<file path="src/rtl/uart_rx_buffer_ctrl.sv">
// uart_rx_buffer_ctrl: receive-side byte FIFO behind the UART receiver with
// overflow/error status tracking and an idle timeout for unread partial data.
// Optional feature macro: UART_RX_CTRL_FLUSH_EN (enables the flush input).
module uart_rx_buffer_ctrl #(
    parameter int Depth         = 8,
    parameter int TimeoutCycles = 160
) (
    input  logic                     clk,
    input  logic                     reset,
    input  logic [7:0]               rxData,
    input  logic                     rxDone,
    input  logic                     rxErr,
    output logic [7:0]               outData,
    output logic                     outValid,
    input  logic                     outReady,
    output logic [$clog2(Depth):0]   count,
    output logic                     overflow,
    output logic [7:0]               errCount,
    output logic                     timeout,
    input  logic                     clearStatus,
    input  logic                     flush
);

    localparam int AW = $clog2(Depth);
    localparam int CW = AW + 1;
    localparam int TW = $clog2(TimeoutCycles + 1);

    typedef enum logic [1:0] {
        EMPTY   = 2'd0,
        PENDING = 2'd1,
        TIMED   = 2'd2
    } state_t;

    logic [7:0]    mem [Depth];
    logic [AW-1:0] wr_ptr, rd_ptr;
    logic [CW-1:0] count_q, count_nxt;
    logic [TW-1:0] timer_q, timer_nxt;
    state_t        state_q, state_nxt;

    logic flush_act;
    logic push, pop, full;
    logic push_ok, pop_ok, drop;

`ifdef UART_RX_CTRL_FLUSH_EN
    assign flush_act = flush;
`else
    // Flush input is accepted at the port but has no effect in this build.
    logic unused_flush;
    assign unused_flush = flush;
    assign flush_act    = 1'b0;
`endif

    assign push    = rxDone & ~rxErr;
    assign pop     = outValid & outReady;
    assign full    = (count_q == CW'(Depth));
    // A push into a full FIFO is still accepted when the head leaves the same cycle.
    assign push_ok = push & ~flush_act & (~full | pop);
    assign pop_ok  = pop & ~flush_act;
    assign drop    = push & ~flush_act & full & ~pop;

    assign outValid = (count_q != '0);
    assign outData  = mem[rd_ptr];
    assign count    = count_q;
    assign timeout  = (state_q == TIMED);

    // Occupancy after this cycle's push/pop/flush.
    always_comb begin
        count_nxt = count_q;
        if (flush_act)
            count_nxt = '0;
        else if (push_ok & ~pop_ok)
            count_nxt = count_q + 1'b1;
        else if (~push_ok & pop_ok)
            count_nxt = count_q - 1'b1;
    end

    // FIFO storage, pointers and occupancy.
    always_ff @(posedge clk) begin
        if (reset) begin
            for (int i = 0; i < Depth; i++) mem[i] <= '0;
            wr_ptr  <= '0;
            rd_ptr  <= '0;
            count_q <= '0;
        end else begin
            if (push_ok) mem[wr_ptr] <= rxData;
            if (flush_act) begin
                wr_ptr <= '0;
                rd_ptr <= '0;
            end else begin
                if (push_ok) wr_ptr <= wr_ptr + 1'b1;
                if (pop_ok)  rd_ptr <= rd_ptr + 1'b1;
            end
            count_q <= count_nxt;
        end
    end

    // Sticky overflow and saturating error count; a new event beats a clear.
    always_ff @(posedge clk) begin
        if (reset) begin
            overflow <= 1'b0;
            errCount <= '0;
        end else begin
            if (drop)
                overflow <= 1'b1;
            else if (clearStatus)
                overflow <= 1'b0;

            if (rxErr) begin
                if (clearStatus)
                    errCount <= 8'd1;
                else if (errCount != 8'hFF)
                    errCount <= errCount + 8'd1;
            end else if (clearStatus) begin
                errCount <= '0;
            end
        end
    end

    // Timeout state and idle timer registers.
    always_ff @(posedge clk) begin
        if (reset) begin
            state_q <= EMPTY;
            timer_q <= '0;
        end else begin
            state_q <= state_nxt;
            timer_q <= timer_nxt;
        end
    end

    // Next state: empty FIFO wins, then an accepted push restarts the timer.
    always_comb begin
        state_nxt = state_q;
        timer_nxt = timer_q;
        if (count_nxt == '0) begin
            state_nxt = EMPTY;
            timer_nxt = '0;
        end else if (push_ok) begin
            state_nxt = PENDING;
            timer_nxt = '0;
        end else begin
            case (state_q)
                PENDING: begin
                    if (timer_q == TW'(TimeoutCycles - 1))
                        state_nxt = TIMED;
                    else
                        timer_nxt = timer_q + 1'b1;
                end
                TIMED:   state_nxt = TIMED;
                default: state_nxt = state_q;
            endcase
        end
    end

endmodule

</file>
<file path="config.mk">
export PLATFORM = sky130hd
export DESIGN_NAME = uart_rx_buffer_ctrl
export DESIGN_NICKNAME = d
export VERILOG_FILES = /design/src/rtl/uart_rx_buffer_ctrl.sv
export SDC_FILE = /design/constraint.sdc
export NUM_CORES = 1
export LEC_CHECK = 0
export BUFFER_PORTS_ARGS = -buffer_cell sky130_fd_sc_hd__buf_2
export CELL_PAD_IN_SITES_DETAIL_PLACEMENT = 1
export CELL_PAD_IN_SITES_GLOBAL_PLACEMENT = 1
export CORE_UTILIZATION = 30
export DETAILED_ROUTE_END_ITERATION = 10
export GPL_ROUTABILITY_DRIVEN = 0
export PLACE_DENSITY_LB_ADDON = 0.2
export SLEW_MARGIN = 15
export SYNTH_ARGS = -nofsm -noshare
export SYNTH_HDL_FRONTEND = slang
export SYNTH_SLANG_ARGS = --single-unit
</file>
<file path="constraint.sdc">
create_clock -name clk -period 3.1 [get_ports clk]
set_input_delay 0.31 -clock clk [delete_from_list [all_inputs] [get_ports clk]]
set_output_delay 0.31 -clock clk [all_outputs]
set_load 0.01 [all_outputs]
</file>
==> results of run 1 <==
## cells by family after synthesis
| family | Yosys count | share of synthesized area, % |
|---|---|---|
| simple gates | 164 | 20.8 |
| flops | 96 | 55.0 |
| compound gates | 42 | 7.20 |
| mux | 25 | 9.88 |
| buf+inv | 21 | 2.26 |
| xor+xnor | 17 | 3.20 |
| fa+ha+maj | 6 | 1.61 |
## state kept, by name, indices dropped and copies added (netlist names), named ones only
name,count
mem,64
errCount,8
timer_q,8
count,4
rd_ptr,3
wr_ptr,3
state_q,2
overflow,1
## worst max-delay path: stages (launching register included)
cell and delay (ns):
dfxtp_1 0.45, inv_1 0.10, ha_1 0.30, and4bb_2 0.30, nand2b_1 0.28, nor4b_2 0.27
buf_4 0.20, or2_2 0.27
## power by group
part           switching, mW  internal, mW  total (mW)  leakage, nW
Combinational          0.516         0.391       0.907        0.921
Clock                  0.498         0.631        1.13        0.141
Sequential            0.0672          1.44        1.51        0.921
## final cells by class
cell class / instances / area (um2)
sequential: 96 / 2560
timing repair buffer: 46 / 255
multi-input combinational: 254 / 2000
tap: 188 / 235
clock buffer: 10 / 229
fill: 1667 / 9840
clock inverter: 6 / 67.6
inverter: 5 / 18.8
## through the flow
stage / worst slack, ns / power, mW / area (um2)
after floorplan: 0.796 / 2.22 / 4660
after global placement: 0.373 / 2.43 / 5060
after detailed placement: 0.280 / 2.46 / 5060
after CTS: 0.271 / 3.60 / 5360
after global routing: 0.439 / 3.72 / 5370
final: 0.631 / 3.55 / 5370
## cell usage in the layout (no fill, tap or decap), types with 2 or more instances in the layout
master / n
clkbuf_16: 9
nand2b_1: 3
buf_4: 10
a311oi_1: 2
o2111ai_1: 2
or2_2: 9
inv_1: 5
inv_6: 2
mux4_2: 16
and4_1: 3
dfxtp_1: 32
o31ai_1: 2
nand3_1: 8
nor3_1: 4
nand2_1: 24
mux2_2: 8
nor2b_1: 6
a21oi_1: 19
buf_2: 36
nand4_1: 4
nand3b_1: 4
and2_1: 65
xor2_1: 6
ha_1: 6
edfxtp_1: 64
xnor2_1: 10
nor2_1: 22
o21ai_0: 3
## per-layer routing
layer | wire, um | track usage, % | up-vias
met4 | 102 | 3.83 | 0
met1 | 4910 | 17.6 | 1455
met5 | 0 | 0 | -
met2 | 5260 | 24.7 | 44
met3 | 343 | 3.84 | 6
li1 | - | - | 1434
## Yosys cell counts, drive strengths merged (3+ instances only)
master   n  area (um2)
nor3     4        20.0
o21ai    3        15.0
nor2    23        93.8
inv      5        18.8
nand4    4        25.0
nand2   24        90.1
mux4    16         360
nor2b    6        37.5
clkbuf   8        30.0
ha       6        75.1
xnor2   11        96.3
or2      9        56.3
and2    65         407
xor2     6        52.6
nand3    9        57.6
nand2b   4        32.5
a21oi   20         111
nand3b   4        30.0
dfxtp   32         641
and4     3        26.3
edfxtp  64        1920
buf      8        56.3
mux2     8        90.1
## worst min path at each step
stage | start | end | slack [ns] | cells after the start
floorplan | rd_ptr[1] | flip-flop | 0.45 | 2
global placement | rd_ptr[1] | rd_ptr[1] | 0.48 | 2
detailed placement | errCount[1] | errCount[1] | 0.49 | 2
CTS | clearStatus | errCount[0] | 0.26 | 3
global route | clearStatus | errCount[0] | 0.27 | 3
finish | clearStatus | errCount[0] | 0.27 | 3
==> summary.txt, run 1 <==
CTS
  – # Post-CTS Setup Buffers: 0
  – Post-CTS resize count: 0
  – Clk pin slew, worst setup/hold paths: about 0.07 ns
  – CTS Root Cell: clkbuf_16
  – Clk_lat worst skew: 0.35 ns
  – CTS Hold Bufs: 0
  – Clock tree buffer depth: 2
  – CTS tree: done
  – CTS Buf Count: 9
  – H-tree levels: 3
  – CTS Sinks: 96

Global routing
  – Largest net degree at the start of global routing: 31
  – Total gr overflow: 0
  – Initial antenna violation count: 0
  – Global Route Usage Sum: between 10% and 20%
  – Vias in the first global route: approximately 3100
  – Global-route wire length before repair: between 15000 and 20000 um

Synth
  – Yosys cell types: 56
  – #FFs+latches synth: 96
  – Synth async-reset ratio: 0%
  – EDFF count, synth: 64
  – Top_reg_cell synth: edfxtp_1
  – Avg Inst Size Synth: around 13 um2
  – Yosys warns: 0
  – Syn Nets: 392
  – Post-Syn Instances: 371
  – Post-synthesis sequential area ratio: 55.0%
  – Cell Area, Synth: between 0.004 and 0.005 mm2

Die
  – Core footprint: roughly 0.015 mm2
  – Die H: approximately 130 um
  – Die width: approximately 130 um
  – Die ar.: 0.0160 mm2
  – FP Rows: 45
  – Initial Util: a little under a third
  – I/O pin cnt: 38

Setup path
  – Startpoint type of the worst setup path: flip-flop
  – Setup crit end: mem[0][0]
  – Worst R2R End: mem[0][0]
  – CP Launch Point: count[0]
  – CP endpoint kind: flip-flop
  – R2r worst-path depth: 7
  – R2R Setup Slk: between 0.6 and 0.7 ns
  – Critical path type: flip-flop to flip-flop
  – Critical Path RT: between 3 and 4 ns
  – Worst EP arrival: around 2.5 ns
  – Worst Path Max Fanout: 9
  – R2R Path Start: count[0]

Cells and area
  – Layout Cells excl Fill: between 600 and 700
  – Antenna Cells: 0
  – Area Growth Syn to Fin: 15.2%
  – Finished Core Util: about a third
  – Nets: between 400 and 500
  – Layout cells sized above 1: around 25%

Place
  – Port Buffer Count: 36
  – Placed Cells: around 600
  – Hpwl dp: just over 7000 um

Detailed routing
  – DRT Wirelength: ~11000 um
  – DR iter-0 viols: ~130
  – Vias per cell: between 4 and 5
  – Initial DRT Pass Iterations: 4
  – Routed Antenna Nets: 0
  – Vias: around 3000
  – DRC: 0
  – Wire per inst: between 15 and 20 um

Timing
  – Period utilization: around 80%
  – Worst Tran Pin Value: 0.720 ns
  – Endpoints failing hold: 0
  – Finish-stage setup viols: 0
  – Slew headroom: between 50% and 60%
  – RSZ-0062 raised after global routing: false
  – Max Clk Rate: around 0.41 GHz
  – Final Max Tran Viols: 0
  – Min Clock Period, post-route: around 2.5 ns
  – Final TNS setup: 0 ns
  – Post-route clock skew: 0.00605 ns
  – Min Hold Slack: 0.272 ns

Job
  – MaxCap Viol Count: 0

Hold path
  – Type of the worst min-delay path: primary input to flip-flop

Power and ir drop
  – VDD IR max: 0.000346 V
  – P per Cell Area: about 660 mW/mm2
  – Pleak: 1.98 nW

Status
  – Outcome: finished, final reports clean
Note: power is estimated with default switching activity, not from simulation.
==> inputs of run 2 (changes only) <==
- ABC_AREA: default -> 1
- clock period: 3.1 -> 2.1 ns (I/O delays scaled with it)
==> run 2 against run 1 <==
Compared with the run above: global-route usage increased by 1.3 points; highest routed layer unchanged; area after synthesis is 3.2% lower; clock skew hardly changed; largest power group unchanged; flip-flop and latch count stayed put; power up 50%; critical path type is now flip-flop to output port.
==> summary.txt, run 2 <==
Timing
  – Min Hold Slack: 0.164 ns (-0.108 ns)
  – Final TNS setup: 0 ns (unchanged)
  – Finish-stage setup viols: 0 (unchanged)
  – Final Max Tran Viols: 0 (unchanged)
  – PnR worst setup slack: 0.0870 ns (-0.544 ns)
  – RSZ-0062 raised after global routing: false
  – Period utilization: 95.9%
  – Endpoints failing hold: 0 (unchanged)
  – Post-route clock skew: 0.00640 ns (+0.000349 ns)
  – Max Clk Rate: slightly below 0.5 GHz
  – Slew headroom: 64.4% (+13 points)
  – Min Clock Period, post-route: between 2 and 2.5 ns
  – Worst Tran Pin Value: 0.534 ns (-0.187 ns)

CTS
  – CTS Root Cell: clkbuf_16
  – CTS Buf Count: 9 (unchanged)
  – CTS tree: done
  – CTS Sinks: 96 (unchanged)
  – # Post-CTS Setup Buffers: 0 (unchanged)
  – Clk_lat worst skew: 0.35 ns (about the same)
  – H-tree levels: 3 (unchanged)
  – Clk pin slew, worst setup/hold paths: 0.06 ns (about the same)
  – Clock tree buffer depth: 2 (unchanged)

Detailed routing
  – DR iter-0 viols: 115 (-14%)
  – Vias per cell: 4.75 (-2.2%)
  – Initial DRT Pass Iterations: 4 (unchanged)
  – DRC: 0 (unchanged)
  – Routed Antenna Nets: 0 (unchanged)
  – DRT Wirelength: 11500 um (+7.9%)
  – Vias: 3612 (+23%)
  – Wire per inst: 15.1 um (-14%)

Cells and area
  – Design area: 0.00536 mm2 (about the same)
  – Max reg flops: 64 (unchanged)
  – Biggest regs: mem (64), errCount (8), timer_q (8)
  – Commonest non-fill, non-tap cell in the layout: nor2_1
  – Nets: 592 (+37%)
  – Finished Core Util: 36.8% (+1.5 points)
  – Top reg by flops: mem
  – Antenna Cells: 0 (unchanged)
  – Commonest non-fill, non-tap cells in the layout: 159 x nor2_1, 64 x edfxtp_1, 61 x nand2_1
  – Area Growth Syn to Fin: 18.9%
  – Layout cells sized above 1: 17.7% (-7.7 points)

Synth
  – Cell Area, Synth: 0.00451 mm2 (-3.2%)
  – Cell with the most instances after synthesis: nor2_1
  – Post-synth top cells: 159 x nor2_1, 64 x edfxtp_1, 61 x nand2_1
  – Top_reg_cell synth: edfxtp_1
  – Top-area cell type share of the netlist area: 42.6% (+1.4 points)
  – Synth area leaders: edfxtp_1 43%, dfxtp_1 14%, nor2_1 13%
  – #FFs+latches synth: 96 (unchanged)
  – Synth async-reset ratio: 0% (unchanged)
  – Yosys top cell by area: edfxtp_1
  – Yosys cell types: 29 (-48%)
  – Avg Inst Size Synth: 8.81 um2 (-30%)
  – Post-synthesis sequential area ratio: 56.8% (+1.8 points)
  – Post-Syn Instances: 512 (+38%)
  – EDFF count, synth: 64 (unchanged)
  – Yosys warns: 0 (unchanged)
  – Syn Nets: 533 (+36%)

Power and ir drop
  – Reg power frac: 41.4% (-1.2 points)
  – Clock group share of total power: 28.9% (-2.9 points)
  – Pleak: 2.26 nW (+14%)
  – Sw Share: 33.6% (+3.1 points)
  – P per Cell Area: 991 mW/mm2 (+50%)
  – Total net switching power: 1.78 mW (+65%)
  – Logic pwr share: 29.8% (+4.2 points)
  – Total internal power: 3.53 mW (+43%)
  – VDD IR max: 0.000472 V (+37%)

Die
  – Die H: 125 um (-1.6%)
  – FP Rows: 44 (-2.2%)
  – I/O pin cnt: 38 (unchanged)
  – Initial Util: 30.9% (+0.27 points)
  – Die ar.: 0.0155 mm2 (-3.1%)
  – Die width: 125 um (-1.6%)
  – Core footprint: 0.0146 mm2 (-4.0%)

Job
  – MaxCap Viol Count: 0 (unchanged)

Setup path
  – Worst EP arrival: 1.80 ns (-0.70 ns)
  – Critical path type: flip-flop to output port
  – Worst Path Max Fanout: 16 (+7)
  – Critical Path RT: 1.89 ns (-1.24 ns)
  – Startpoint type of the worst setup path: flip-flop
  – CP endpoint kind: output port

Place
  – Placed standard-cell area: 0.00508 mm2 (+0.37%)
  – Post-Place Setup Slack: 0.201 ns (-0.0796 ns)
  – Port Buffer Count: 36 (unchanged)
  – Hpwl dp: 8200 um (+14%)

Global routing
  – Global-route wire length before repair: 18600 um (+9.8%)
  – Largest net degree at the start of global routing: 33 (+6.5%)
  – Total gr overflow: 0 (unchanged)
  – Global Route Usage Sum: 15.6% (+1.3 points)
  – Initial antenna violation count: 0 (unchanged)
  – Vias in the first global route: 3636 (+16%)

Hold path
  – Type of the worst min-delay path: primary input to flip-flop

Status
  – Outcome: finished, final reports clean
## run 2: power by group through the flow
stage,combinational [mW],clock [mW],sequential (mW)
2_1_floorplan,1.01,0,2.25
3_3_place_gp,1.56,0,2.23
3_5_place_dp,1.58,0,2.24
4_1_cts,1.59,1.58,2.20
5_1_grt,1.76,1.67,2.21
6_report,1.58,1.53,2.20
## run 2: cells by family after synthesis
| family | Yosys count | share of synthesized area [%] |
|---|---|---|
| fa+ha+maj | 6 | 1.66 |
| buf+inv | 63 | 5.49 |
| simple gates | 260 | 24.8 |
| compound gates | 76 | 9.07 |
| mux | 1 | 0.250 |
| flops | 96 | 56.8 |
| xor+xnor | 10 | 1.94 |
## run 2: cell type report
cell class | instances | area [um2]
tap | 184 | 230
clock buffer | 13 | 250
sequential | 96 | 2560
fill | 1721 | 9230
timing repair buffer | 60 | 405
clock inverter | 3 | 17.5
inverter | 51 | 191
multi-input combinational | 353 | 1710
## run 2: critical path, stage by stage, from the launching register on
cell     delay, ns
dfxtp_1       0.36
buf_4         0.22
o21ai_0       0.12
o22ai_1       0.23
nor2_1        0.09
a31oi_1       0.25
buf_2         0.18
## run 2: metrics by stage
stage                     power, mW  instances
final                          5.32        760
after global routing           5.64        760
after CTS                      5.37        760
after detailed placement       3.82        744
after global placement         3.79        744
after floorplan                3.25        512
## run 2: layer usage
layer,up-vias,track usage (%),part of all wire [%]
met5,-,0,0
met2,51,27.7,50
li1,1795,-,-
met4,0,6.38,1.7
met1,1753,18.8,46
met3,13,2.28,2.9
## run 2: timing repair
action                                  in CTS  in global routing
resized for setup                            1                  2
endpoints found under the setup margin       1                  2
hold buffers                                 0                  0
## run 2: path summary, 6_finish.rpt
kind,from,endpoint,slack [ns],cells after the start
worst max-delay path,flip-flop,outData[3],0.09,6
worst min-delay path,reset,wr_ptr[1],0.16,4
worst max register to register,count[1],mem[6][6],0.21,9
worst min register to register,rd_ptr[2],rd_ptr[2],0.45,1
==> inputs of run 3 (changes only) <==
--- a/config.mk
+++ b/config.mk
@@ -11,3 +11,3 @@
 export CELL_PAD_IN_SITES_GLOBAL_PLACEMENT = 1
-export CORE_UTILIZATION = 30
+export CORE_UTILIZATION = 45
 export DETAILED_ROUTE_END_ITERATION = 10
==> constraint.sdc (replaced) <==
create_clock -name clk -period 2.3 [get_ports clk]
set_input_delay 0.23 -clock clk [delete_from_list [all_inputs] [get_ports clk]]
set_output_delay 0.23 -clock clk [all_outputs]
set_load 0.1 [all_outputs]
==> run 3 against run 2 <==
Compared with the run above: die area is 33% lower; register-to-register slack worse by 0.05 ns; sequential power shrank 7%; final cell count shrank 8.7%; global-route usage rose by 7.8 points; critical endpoint is now outData[4]; largest cell class unchanged.
==> summary.txt, run 3 (same netlist as run 2, synthesis figures left out) <==
Detailed routing
  – Routed Antenna Nets: 0 (unchanged)
  – Initial DRT Pass Iterations: 4 (unchanged)
  – Vias: 3570 (-1.2%)
  – DRT Wirelength: 11300 um (-1.2%)
  – DRC: 0 (unchanged)
  – Wire per inst: 16.3 um (+8.2%)
  – Vias per cell: 5.14 (+8.2%)
  – DR iter-0 viols: 111 (-3.5%)

Cells and area
  – Commonest non-fill, non-tap cell in the layout: nor2_1
  – Nets: 577 (-2.5%)
  – Antenna Cells: 0 (unchanged)
  – Layout cells sized above 1: 18.4% (+0.65 points)
  – Area Growth Syn to Fin: 15.5%
  – Top reg by flops: mem
  – Commonest non-fill, non-tap cells in the layout: 159 x nor2_1, 64 x edfxtp_1, 55 x nand2_1
  – Max reg flops: 64 (unchanged)
  – Biggest regs: mem (64), errCount (8), timer_q (8)
  – Finished Core Util: 53.5% (+17 points)
  – # fillers: 1168 (-32%)

CTS
  – CTS Root Cell: clkbuf_8
  – Clock tree buffer depth: 2 (unchanged)
  – CTS Buf Count: 9 (unchanged)
  – Clk pin slew, worst setup/hold paths: 0.09 ns (+0.03 ns)
  – CTS Hold Bufs: 0 (unchanged)
  – CTS Sinks: 96 (unchanged)
  – CTS tree: done
  – Clk_lat worst skew: 0.37 ns (+0.02 ns)
  – # Post-CTS Setup Buffers: 0 (unchanged)
  – H-tree levels: 3 (unchanged)

Setup path
  – R2R Path Start: count[0]
  – Setup crit end: outData[4]
  – Worst EP arrival: 1.97 ns (+0.17 ns)
  – R2R Setup Slk: 0.16 ns (-0.05 ns)
  – Worst Path Max Fanout: 16 (unchanged)
  – Startpoint type of the worst setup path: flip-flop
  – Critical path type: flip-flop to output port
  – Worst R2R End: mem[7][5]
  – CP endpoint kind: output port
  – Critical Path RT: 2.07 ns (+0.18 ns)
  – R2r worst-path depth: 9 (unchanged)

Power and ir drop
  – Logic pwr share: 44.0% (+14 points)
  – Total internal power: 3.09 mW (-12%)
  – P per Cell Area: 1070 mW/mm2 (+7.5%)
  – VDD IR max: 0.00106 V (+120%)
  – Sw Share: 44.2% (+11 points)
  – Total net switching power: 2.45 mW (+37%)
  – Pleak: 2.15 nW (-4.5%)
  – Reg power frac: 36.9% (-4.5 points)
  – Clock group share of total power: 19.2% (-9.7 points)

Global routing
  – Initial antenna violation count: 0 (unchanged)
  – Largest net degree at the start of global routing: 33 (unchanged)
  – Total gr overflow: 0 (unchanged)
  – Global Route Usage Sum: 23.4% (+7.8 points)
  – Global-route wire length before repair: 18100 um (-2.7%)
  – Vias in the first global route: 3665 (+0.80%)

Die
  – Die H: 102 um (-18%)
  – Initial Util: 46.3% (+15 points)
  – Core footprint: 0.00973 mm2 (-33%)
  – Die width: 102 um (-18%)
  – FP Rows: 36 (-18%)
  – I/O pin cnt: 38 (unchanged)
  – Die ar.: 0.0104 mm2 (-33%)

Timing
  – Post-route clock skew: 0.0103 ns (+0.00392 ns)
  – PnR worst setup slack: 0.103 ns (+0.0162 ns)
  – Final Max Tran Viols: 0 (unchanged)
  – RSZ-0062 raised after global routing: false
  – Finish-stage setup viols: 0 (unchanged)
  – Period utilization: between 90% and 100%
  – Max Clk Rate: 0.455 GHz
  – Min Clock Period, post-route: ~2.2 ns
  – Worst Tran Pin Value: 0.632 ns (+0.0981 ns)
  – Slew headroom: 57.8% (-6.6 points)
  – Endpoints failing hold: 0 (unchanged)

Place
  – Post-Place Setup Slack: 0.0937 ns (-0.107 ns)
  – Hpwl dp: 8130 um (-0.82%)
  – Port Buffer Count: 36 (unchanged)

Status
  – Outcome: finished, final reports clean

Job
  – MaxCap Viol Count: 0 (unchanged)

Hold path
  – Type of the worst min-delay path: primary input to flip-flop
## run 3: changes by cell type in the layout (fill, tap and decap cells not counted), moves of 5 or more
cell and change:
buf_4 -11, clkbuf_8 +9, buf_2 -8, clkbuf_16 -8, a31oi_1 -7, a31oi_2 +7
nand2_1 -6, nand2_2 +6, dfxtp_1 -5
## run 3: metrics by stage
step,power [mW],setup TNS (ns),hold slack [ns],area (um2),instances
after floorplan,3.84,-0.950,0.412,4550,512
after global placement,4.39,0,0.430,4980,677
after detailed placement,4.46,0,0.440,4980,677
after CTS,5.54,0,0.167,5170,693
after global routing,5.79,0,0.188,5210,694
final,5.55,0,0.181,5210,694
## run 3: layer usage
| layer | routed length (um) | global-route usage (%) | vias to the layer above | part of all wire [%] |
|---|---|---|---|---|
| li1 | - | - | 1762 | - |
| met5 | 0 | 0 | - | 0 |
| met3 | 435 | 4.10 | 24 | 3.8 |
| met1 | 4880 | 28.0 | 1721 | 43 |
| met2 | 5690 | 41.2 | 63 | 50 |
| met4 | 315 | 10.5 | 0 | 2.8 |
## run 3: critical path, cell delays in order (launching register included)
cell     delay, ns
dfxtp_2       0.41
buf_4         0.24
o21ai_0       0.12
o22ai_1       0.28
nor2_1        0.12
a31oi_2       0.23
buf_12        0.20
## run 3: power groups by stage
stage                     registers, mW  clock network, mW  logic (mW)
after floorplan                    2.21                  0        1.63
after global placement             2.06                  0        2.33
after detailed placement           2.07                  0        2.38
after CTS                          2.04               1.09        2.42
after global routing               2.06               1.14        2.60
final                              2.04               1.06        2.44
## run 3: cell type report
type / count / area [um2] / share of cell area [%]
timing repair buffer: 44 / 330 / 6.34
multi-input combinational: 353 / 1760 / 33.8
inverter: 51 / 195 / 3.75
tap: 133 / 166 / 3.20
timing repair inverter: 1 / 5.00 / 0.0961
clock buffer: 16 / 181 / 3.48
sequential: 96 / 2570 / 49.4
## run 3: worst min-delay path by stage
| stage | cells past startpoint | from | to | slack, ns |
|---|---|---|---|---|
| after floorplan | 1 | rd_ptr[2] | flip-flop | 0.41 |
| after global placement | 1 | rd_ptr[2] | rd_ptr[2] | 0.43 |
| after detailed placement | 1 | rd_ptr[2] | rd_ptr[2] | 0.44 |
| after CTS | 2 | reset | count[2] | 0.17 |
| after global routing | 2 | reset | errCount[0] | 0.19 |
| final | 2 | reset | count[3] | 0.18 |
## run 3: repair_timing
action,4_1_cts,5_1_grt
gates cloned,0,1
endpoints found under the setup margin,7,55
resized for setup,5,10
